[config.mk]
export PLATFORM = sky130hd
export DESIGN_NAME = subtree_rr_dispatch
export DESIGN_NICKNAME = d
export VERILOG_FILES = /design/src/rtl/subtree_pkg.sv /design/src/rtl/subtree_rr_dispatch_rr_pick.sv /design/src/rtl/subtree_rr_dispatch.sv
export SDC_FILE = /design/constraint.sdc
export NUM_CORES = 1
export LEC_CHECK = 0
export CAP_MARGIN = 20
export CORE_MARGIN = 4
export CORE_UTILIZATION = 25
export DETAILED_ROUTE_END_ITERATION = 8
export PLACE_DENSITY = 0.58
export SYNTH_ARGS = -nofsm -noshare
export SYNTH_HDL_FRONTEND = slang
export SYNTH_SLANG_ARGS = --single-unit
[constraint.sdc]
create_clock -name clk -period 5.42 [get_ports clk]
set_input_delay 0.813 -clock clk [delete_from_list [all_inputs] [get_ports clk]]
set_output_delay 0.813 -clock clk [all_outputs]
set_load 0.02 [all_outputs]
[src/rtl/subtree_pkg.sv]
// Shared types and helpers for the subtree round-robin dispatcher.
// Contents: dispatch FSM state type, default child count, and a
// wrap-increment helper used to advance the round-robin pointer.
package subtree_pkg;

  typedef enum logic [1:0] {
    IDLE  = 2'd0,
    RUN   = 2'd1,
    DRAIN = 2'd2
  } dispatch_state_t;

  localparam int NUM_CHILD_DEFAULT = 5;

  // Increment v, wrapping back to 0 once it reaches n.
  function automatic int unsigned wrap_inc(input int unsigned v, input int unsigned n);
    return (v + 1 >= n) ? 0 : v + 1;
  endfunction

endpackage

[src/rtl/subtree_rr_dispatch_rr_pick.sv]
// Round-robin pick: first free slot at or after ptr, wrapping.
// Latency: purely combinational.
// Backpressure: none; any_free low tells the caller nothing can be taken.
//
// Ports:
//   free     - per-slot free mask
//   ptr      - starting index for the search
//   sel      - index of the chosen slot (0 when none free)
//   any_free - at least one slot is free
module rr_pick #(
  parameter int NUM_CHILD = 5,
  parameter int PTR_W     = 3
) (
  input  logic [NUM_CHILD-1:0] free,
  input  logic [PTR_W-1:0]     ptr,
  output logic [PTR_W-1:0]     sel,
  output logic                 any_free
);

  int idx;

  // Walk from the farthest offset back to ptr so the nearest free slot
  // is the last one written and therefore wins.
  always_comb begin
    sel      = '0;
    any_free = 1'b0;
    idx      = 0;
    for (int k = NUM_CHILD - 1; k >= 0; k--) begin
      idx = int'(ptr) + k;
      if (idx >= NUM_CHILD) idx = idx - NUM_CHILD;
      if (free[idx]) begin
        sel      = PTR_W'(idx);
        any_free = 1'b1;
      end
    end
  end

endmodule

[src/rtl/subtree_rr_dispatch.sv]
// Round-robin dispatcher: one upstream stream fanned into NUM_CHILD one-entry slots.
// Latency: 1 cycle from accept to out_valid of the chosen slot; 1 token/cycle sustained.
// Backpressure: in_ready drops when no slot is free (a slot being consumed counts as free) or when not in RUN.
//
// Ports:
//   clk, rst             - clock, synchronous active-high reset
//   en                   - dispatch enable; low drains the slots then idles
//   in_valid/in_ready/in_data - upstream token handshake
//   out_valid/out_ready/out_data - per-child slot, child i at [i*DATA_W +: DATA_W]
//   state_o              - FSM state encoding
//   disp_cnt             - tokens accepted since reset, wrapping
//   busy                 - any slot occupied
module subtree_rr_dispatch
  import subtree_pkg::*;
#(
  parameter int NUM_CHILD = NUM_CHILD_DEFAULT,
  parameter int DATA_W    = 16,
  parameter int CNT_W     = 16
) (
  input  logic                        clk,
  input  logic                        rst,
  input  logic                        en,
  input  logic                        in_valid,
  output logic                        in_ready,
  input  logic [DATA_W-1:0]           in_data,
  output logic [NUM_CHILD-1:0]        out_valid,
  input  logic [NUM_CHILD-1:0]        out_ready,
  output logic [NUM_CHILD*DATA_W-1:0] out_data,
  output logic [1:0]                  state_o,
  output logic [CNT_W-1:0]            disp_cnt,
  output logic                        busy
);

  localparam int PTR_W = (NUM_CHILD > 1) ? $clog2(NUM_CHILD) : 1;

  dispatch_state_t                        state_q, state_d;
  logic [PTR_W-1:0]                       ptr_q;
  logic [PTR_W-1:0]                       sel;
  logic                                   any_free;
  logic                                   accept;
  logic [NUM_CHILD-1:0]                   vld_q, vld_d, free, load;
  logic [NUM_CHILD-1:0][DATA_W-1:0]       slot_q;
  logic [CNT_W-1:0]                       cnt_q;

  // A slot draining this cycle can be refilled in the same cycle.
  assign free = ~vld_q | out_ready;

  rr_pick #(
    .NUM_CHILD (NUM_CHILD),
    .PTR_W     (PTR_W)
  ) u_pick (
    .free     (free),
    .ptr      (ptr_q),
    .sel      (sel),
    .any_free (any_free)
  );

  assign in_ready = (state_q == RUN) && any_free;
  assign accept   = in_valid && in_ready;

  // Load wins over consume on the same slot.
  always_comb begin
    load = '0;
    if (accept) load[sel] = 1'b1;
    vld_d = (vld_q & ~out_ready) | load;
  end

  always_comb begin
    state_d = state_q;
    case (state_q)
      IDLE:    if (en) state_d = RUN;
      RUN:     if (!en) state_d = DRAIN;
      DRAIN: begin
        if (en)                 state_d = RUN;
        else if (vld_d == '0)   state_d = IDLE;
      end
      default: state_d = IDLE;
    endcase
  end

  always_ff @(posedge clk) begin
    if (rst) begin
      state_q <= IDLE;
      ptr_q   <= '0;
      vld_q   <= '0;
      cnt_q   <= '0;
      slot_q  <= '0;
    end else begin
      state_q <= state_d;
      vld_q   <= vld_d;
      if (accept) begin
        ptr_q <= PTR_W'(wrap_inc(32'(sel), NUM_CHILD));
        cnt_q <= cnt_q + CNT_W'(1);
      end
      for (int i = 0; i < NUM_CHILD; i++) begin
        if (load[i]) slot_q[i] <= in_data;
      end
    end
  end

  assign out_valid = vld_q;
  assign out_data  = slot_q;
  assign state_o   = state_q;
  assign disp_cnt  = cnt_q;
  assign busy      = |vld_q;

endmodule
* Yosys cells after proc, flatten, opt, wreduce, memory -nomap -nowiden
Cells that the tools add are included.
** Cells by class
- Add/sub/neg operators :: 11
- $mul :: 0
- Divide/modulo/power cells :: 0
- Order comparisons :: 13
- Equal/unequal tests :: 5
- Shifts and indexed selects :: 0
- Mux-type cells :: 39
- Bitwise operators :: 5
- Reductions and logical operators :: 7
** Operator list (number)
- $lt 32x5->1 const B :: 5
- $mux 32 :: 5
- $ge 32x4->1 const B :: 4
- $sub 32x4->32 const B :: 4
- $mux 3 :: 6
- $add 16x1->16 const B :: 1
- $mux 1 :: 16
- $bmux 1 s3 :: 5
- $not 5->5 :: 2
- $or 5x5->5 :: 2
- $add 3x1->4 const B :: 2
- $add 3x2->4 const B :: 2
- $mux 2 :: 4
- $pmux 2 s3 :: 1
- $and 5x5->5 :: 1
- $logic_not 5->1 :: 1
- $mux 5 :: 1
- $reduce_or 5->1 :: 1
- $add 3x3->4 const B :: 1
- $ge 4x3->1 const B :: 1
- $lt 3x4->1 const B :: 1
- $ne 2x2->1 const B :: 2
- $sub 3x3->4 const B :: 1
- $demux 1 s3 :: 1
- 8 further kinds :: 10
** Storage, ports and cells
- Register bits :: 106
- Bits in latches :: 0
- RAM bits :: 0
- Memory bits (read-only) :: 0
- Output and inout port bits :: 105
- Logic and storage cells :: 89
- Memories :: 0

* Longest topological paths before layout
- Depth after elaboration :: 21
- Depth in mapped cells :: 20
- Mapped depth without buffers :: 17

* Hierarchy
A second synthesis with hierarchy kept.
** Second synthesis, totals
- Cells, all modules :: 570
- Area total of the unflattened synthesis :: 5114.9 µm²
** Modules (own cells, without submodules)
- subtree_rr_dispatch :: times used 1, cells each 425, area an instance 4012.6 µm²
- rr_pick :: times used 1, cells each 145, area an instance 1102.3 µm²

* Least setup slack after synthesis
No wires, ideal clock.
- Path type :: register -> register
- Start :: register ptr_q[1]
- End :: register ptr_q[1]
- Library setup time :: 0.092 ns
- Arrival :: 4.648 ns
- Required time :: 5.328 ns
- Path slack :: 0.679 ns
- Cell stages (with the launch flop) :: 18
- Buffers on the path :: 1
- Period minus slack after synthesis :: 4.741 ns
- Cells stage by stage :: dfxtp_1 inv_1 ha_1 ha_1 or2_2 o211ai_1 o31ai_1 a211oi_2 mux2_4 a211oi_2 nor2_2 buf_2 ha_1 and3_1 or3_1 nor4b_1 a21oi_1 o32ai_1
** On the way
- Word-level cells in the longest chain between the ends :: 14
- Elaborated cells between the ends (all ways) :: 49
- Those cells by class :: 10 x add/sub; 6 x order compare; 31 x mux; 2 x reduce/logical
** Ends and longest elaborated chain
- start: declaration :: line subtree_rr_dispatch.sv:37 : logic [PTR_W-1:0] ptr_q;
- start signal: assignment :: line subtree_rr_dispatch.sv:92 : ptr_q <= PTR_W'(wrap_inc(32'(sel), NUM_CHILD));
- $add 3x3->4 :: line subtree_rr_dispatch_rr_pick.sv:29 : idx = int'(ptr) + k;
- $sub 32x4->32 or $ge 32x4->1 (tied branches) :: line subtree_rr_dispatch_rr_pick.sv:30 : if (idx >= NUM_CHILD) idx = idx - NUM_CHILD;
- $mux 32 :: line subtree_rr_dispatch_rr_pick.sv:30
- $bmux 1 s3 :: line subtree_rr_dispatch_rr_pick.sv:31 : if (free[idx]) begin
- $mux 1 (not written as such) (2 in a row) :: line subtree_rr_dispatch_rr_pick.sv:31
- $mux 3 (5 in a row) :: line subtree_rr_dispatch_rr_pick.sv:31
- $add 3x1->4 :: line subtree_pkg.sv:16 : return (v + 1 >= n) ? 0 : v + 1;
- $ge 4x3->1 :: line subtree_pkg.sv:16
- $mux 3 :: line subtree_pkg.sv:16
Several ways; a longest one is shown, not always the timed one. The select of a mux whose other input is x is not followed.
A chain may end at the register's enable or synchronous reset.

* Worst setup path in the final report
- Start :: register ptr_q[1]
- End :: output in_ready
** On the way
- Word-level cells in the longest chain between the ends :: 12
- Elaborated cells between the ends (all ways) :: 40
- Those cells by class :: 9 x add/sub; 5 x order compare; 25 x mux; 1 x reduce/logical
** Ends and longest elaborated chain
- $add 3x3->4 :: line subtree_rr_dispatch_rr_pick.sv:29
- $sub 32x4->32 or $ge 32x4->1 (tied branches) :: line subtree_rr_dispatch_rr_pick.sv:30
- $mux 32 :: line subtree_rr_dispatch_rr_pick.sv:30
- $bmux 1 s3 :: line subtree_rr_dispatch_rr_pick.sv:31
- $mux 1 (not written as such) (2 in a row) :: line subtree_rr_dispatch_rr_pick.sv:31
- $mux 1 (4 in a row) :: line subtree_rr_dispatch_rr_pick.sv:31
- $mux 1 * :: line subtree_rr_dispatch_rr_pick.sv:31
- $logic_and 1x1->1 * :: line subtree_rr_dispatch.sv:58 : assign in_ready = (state_q == RUN) && any_free;
- end: declaration :: line subtree_rr_dispatch.sv:24 : output logic in_ready,
Mark *: on every way between the ends. The rest lies on a longest branch, timed or not. The select of a mux whose other input is x is not followed.

==> flow_metrics.tcl <==
set metrics [dict create \
    netlist_area_um2 5670 \
    worst_path_max_delay_cell "dfxtp_1" \
    cts_tree "done" \
    synth_top_area_cell "dfxtp_1" \
    synth-adder-area-share_pct 3.45 \
    seq_area_um2 2120 \
    synthXorXnorAreaFrac_pct 2.76 \
    postSynthAreaPerCell_um2 8.61 \
    final_nets 808 \
    synth_top_area_share_pct 37.5 \
    vias_per_cell 4.94 \
    synth_mux_area_share_pct 7.33 \
    io_buffers 129 \
    p_per_area_nw_per_um2 234 \
    totalNegativeSetupSlack_ns 0 \
    overflow 0 \
    synth_area_leaders "dfxtp_1 37%, mux2i_1 7.1%, a21oi_1 5.5%, nand3_1 5.2%, o21ai_0 4.9%" \
    drt-total-wl_um 18800 \
    async_flop_share_pct 0 \
    globalplace.congestion 0.900 \
    path_buf_inv 2 \
    postSynthCellCount 658 \
    netlist_top_cells_count "106 x dfxtp_1, 62 x a21oi_1, 59 x nand3_1" \
    grt_pass1_vias 4821 \
    ys_ff_latch 106 \
    min_period_ns 4.88 \
    cp.required_ns 4.61 \
    timing.rr.end "ptr_q[0]" \
    die_width_um 159 \
    path_delay_family "simple AND/OR/NAND/NOR gates" \
    grt_pass1_wl_um 28300 \
    initial_core_util_pct 25.7 \
    rows 54 \
    worstPathCellList "inv_1 > ha_1 > ha_1 > or2_2 > o211ai_1 > o31ai_1 > a211oi_2 > nand4bb_1 > nor3_1 > nor2_1 > clkdlybuf4s50_1" \
    synth_fp_nets 698 \
    synth_flop_cell "dfxtp_1" \
    max_stage_delay_ns 0.55 \
    io_pins 130 \
    h-tree-depth 3 \
    setup_viol 0 \
    postPlaceCellArea_um2 7160 \
    rsz0062_at_grt "false" \
    ctsHoldBuffers 0 \
    cts_setup_buffers 0 \
    hold_depth 2 \
    clk_pin_slew_ns 0.08 \
    hold_viol_final 0 \
    cp_max_fo 10 \
    synth_most_common_cell "dfxtp_1" \
    yosysUniqueCellTypes 77 \
    multiInputGateArea_um2 3230 \
    fill_cells 2294 \
    clock_latency_ns 0.36 \
    cts_sinks 106 \
    worstReg2RegStart "ptr_q[1]" \
    cts-root-buf "clkbuf_16" \
    die_area_um2 25100 \
    leakage_nw 2.45 \
    yosys.area_share.simple_pct 23.0 \
    status "complete, no violations" \
    diodes 0 \
    grt_max_degree 84 \
    critPathCapture "in_ready" \
    grt_use_total_pct 14.5 \
    path_depth 11 \
    wire_per_inst_um 17.9 \
    maxCapViolCount 0 \
    fmax_mhz 205 \
    cts-resized-gates 0 \
    ant_nets 0 \
    yosysWarnings 0 \
    synth-compound-area-share_pct 20.5 \
    synth-edff-count 0 \
    clockBufferDepth 2 \
    hpwlAfterDp_um 13300 \
    coreArea_um2 22000 \
    first_iter_violations 369 \
    design_area_um2 7470 \
    reg2reg_depth 16 \
    vias 5199 \
    cp.arrival_ns 4.07 \
    drive_gt1_share_pct 7.12 \
    crit_start "ptr_q[1]" \
    drc 0 \
    path_common_cell "ha_1" \
    max-slew-margin-rel_pct 38.4 \
    synth-seq-area-share_pct 37.5 \
    crit_path_start_kind "flop" \
    skew_ns 0.00863 \
    cts_buffers 9 \
    dieHeight_um 159 \
    antenna_found_initial 0 \
    area_growth_syn_to_layout_pct 31.8 \
    drv_slew 0 \
    endpoint_kind "output pin" \
    fin_crit_sh_pct 90.1 \
    hold_path.class "flop to flop" \
    worst_pin_slew_ns 0.921 \
    r2r_setup_slack_ns 0.58 \
    synth_top_family_by_area "simple AND/OR/NAND/NOR gates" \
    firstDrtPassIters 5 \
    peakVddDrop_mv 0.186 \
    criticalPathCategory "flop to output pin" \
]
==> tightest hold or removal path, cell delays in order, from the launching register on <==
cell	delay, ns
dfxtp_1	0.32
nand2b_1	0.06
mux2i_1	0.05
==> metal layers <==
metal	track usage (%)	share of wire [%]	vias to the layer above
met5	0	0	-
met4	3.70	1.0	0
met3	3.64	5.7	10
met2	21.7	45	139
met1	20.8	49	2479
li1	-	-	2571
==> layout make-up <==
class                           count  share of cell area [%]
Inverter                           15                   0.754
Multi-Input combinational cell    493                    43.3
Tap cell                          280                    4.69
Clock buffer                        9                    3.02
Sequential cell                   106                    28.4
Clock inverter                      7                    1.16
Timing Repair Buffer              143                    18.7
==> where the power goes <==
group	switching [W]	internal [W]	leakage [nW]
registers	0.00000631	0.000788	0.855
clock network	0.000329	0.000367	0.147
logic	0.000165	0.0000924	1.45
==> flip-flops by register name, summed over array words and instances, names as in the netlist <==
| register | flops |
|---|---|
| out_data | 80 |
| disp_cnt | 16 |
| out_valid | 5 |
| ptr_q | 3 |
| state_o | 2 |
==> metrics by stage <==
stage          total power [W]  hold WS, ns  setup slack [ns]  utilization (%)  cells
2_1_floorplan         0.000974        0.546             0.679                -    658
3_3_place_gp           0.00107        0.460             0.747             32.5   1037
3_5_place_dp           0.00107        0.463             0.691             32.5   1037
4_1_cts                0.00177        0.477             0.549             33.9   1053
5_1_grt                0.00182        0.505             0.156             33.9   1053
6_report               0.00175        0.472             0.538             33.9   1053
==> worst min-delay path by stage <==
stage	startpoint	endpoint	slack (ns)
5_1_grt	out_data[10]	out_data[10]	0.51
6_report	out_data[2]	out_data[2]	0.47
3_5_place_dp	out_data[8]	out_data[8]	0.46
2_1_floorplan	out_data[0]	out_data[0]	0.55
3_3_place_gp	out_data[3]	out_data[3]	0.46
4_1_cts	out_data[55]	out_data[55]	0.48
==> placed cells by master, fill, tap and decap left out, types with 2 or more instances in the layout <==
master           Yosys  final
nand2_1             22     22
clkbuf_16            0      9
nor2b_1             10     10
a21oi_1             62     62
nor2_1              50     50
a21o_1               4      4
ha_1                14     14
o31a_1               3      3
a22o_1               2      2
o221ai_1             3      3
o21ai_0             56     56
xnor2_1             16     16
mux2i_1             40     40
and3_1               6      6
a211oi_1             4      4
buf_4                4     15
and3b_1              2      2
a21oi_2              3      3
nand3_1             59     59
nor3_1              16     16
clkinvlp_4           0      2
nor3_4               1      2
o21ai_1              2      2
o22ai_1              3      3
and2_1               3      3
and4_1               2      2
nand3b_1             3      3
nor3b_1              3      3
nand2b_1            42     42
inv_1               15     15
o31ai_1              3      3
dfxtp_1            106    106
o211ai_1             6      6
clkdlybuf4s50_1      0    128
a22oi_1              3      3
a211oi_2             3      3
or3_1                8      8
==> kinds of logic after synthesis <==
kind of cell / count (synthesis)
AO/OA/AOI/OAI: 180
XOR/XNOR: 17
adder cells (fa/ha/maj): 15
buffers and inverters: 59
flip-flops: 106
multiplexers: 41
AND/OR/NAND/NOR: 240
(Power assumes the default switching activity.)
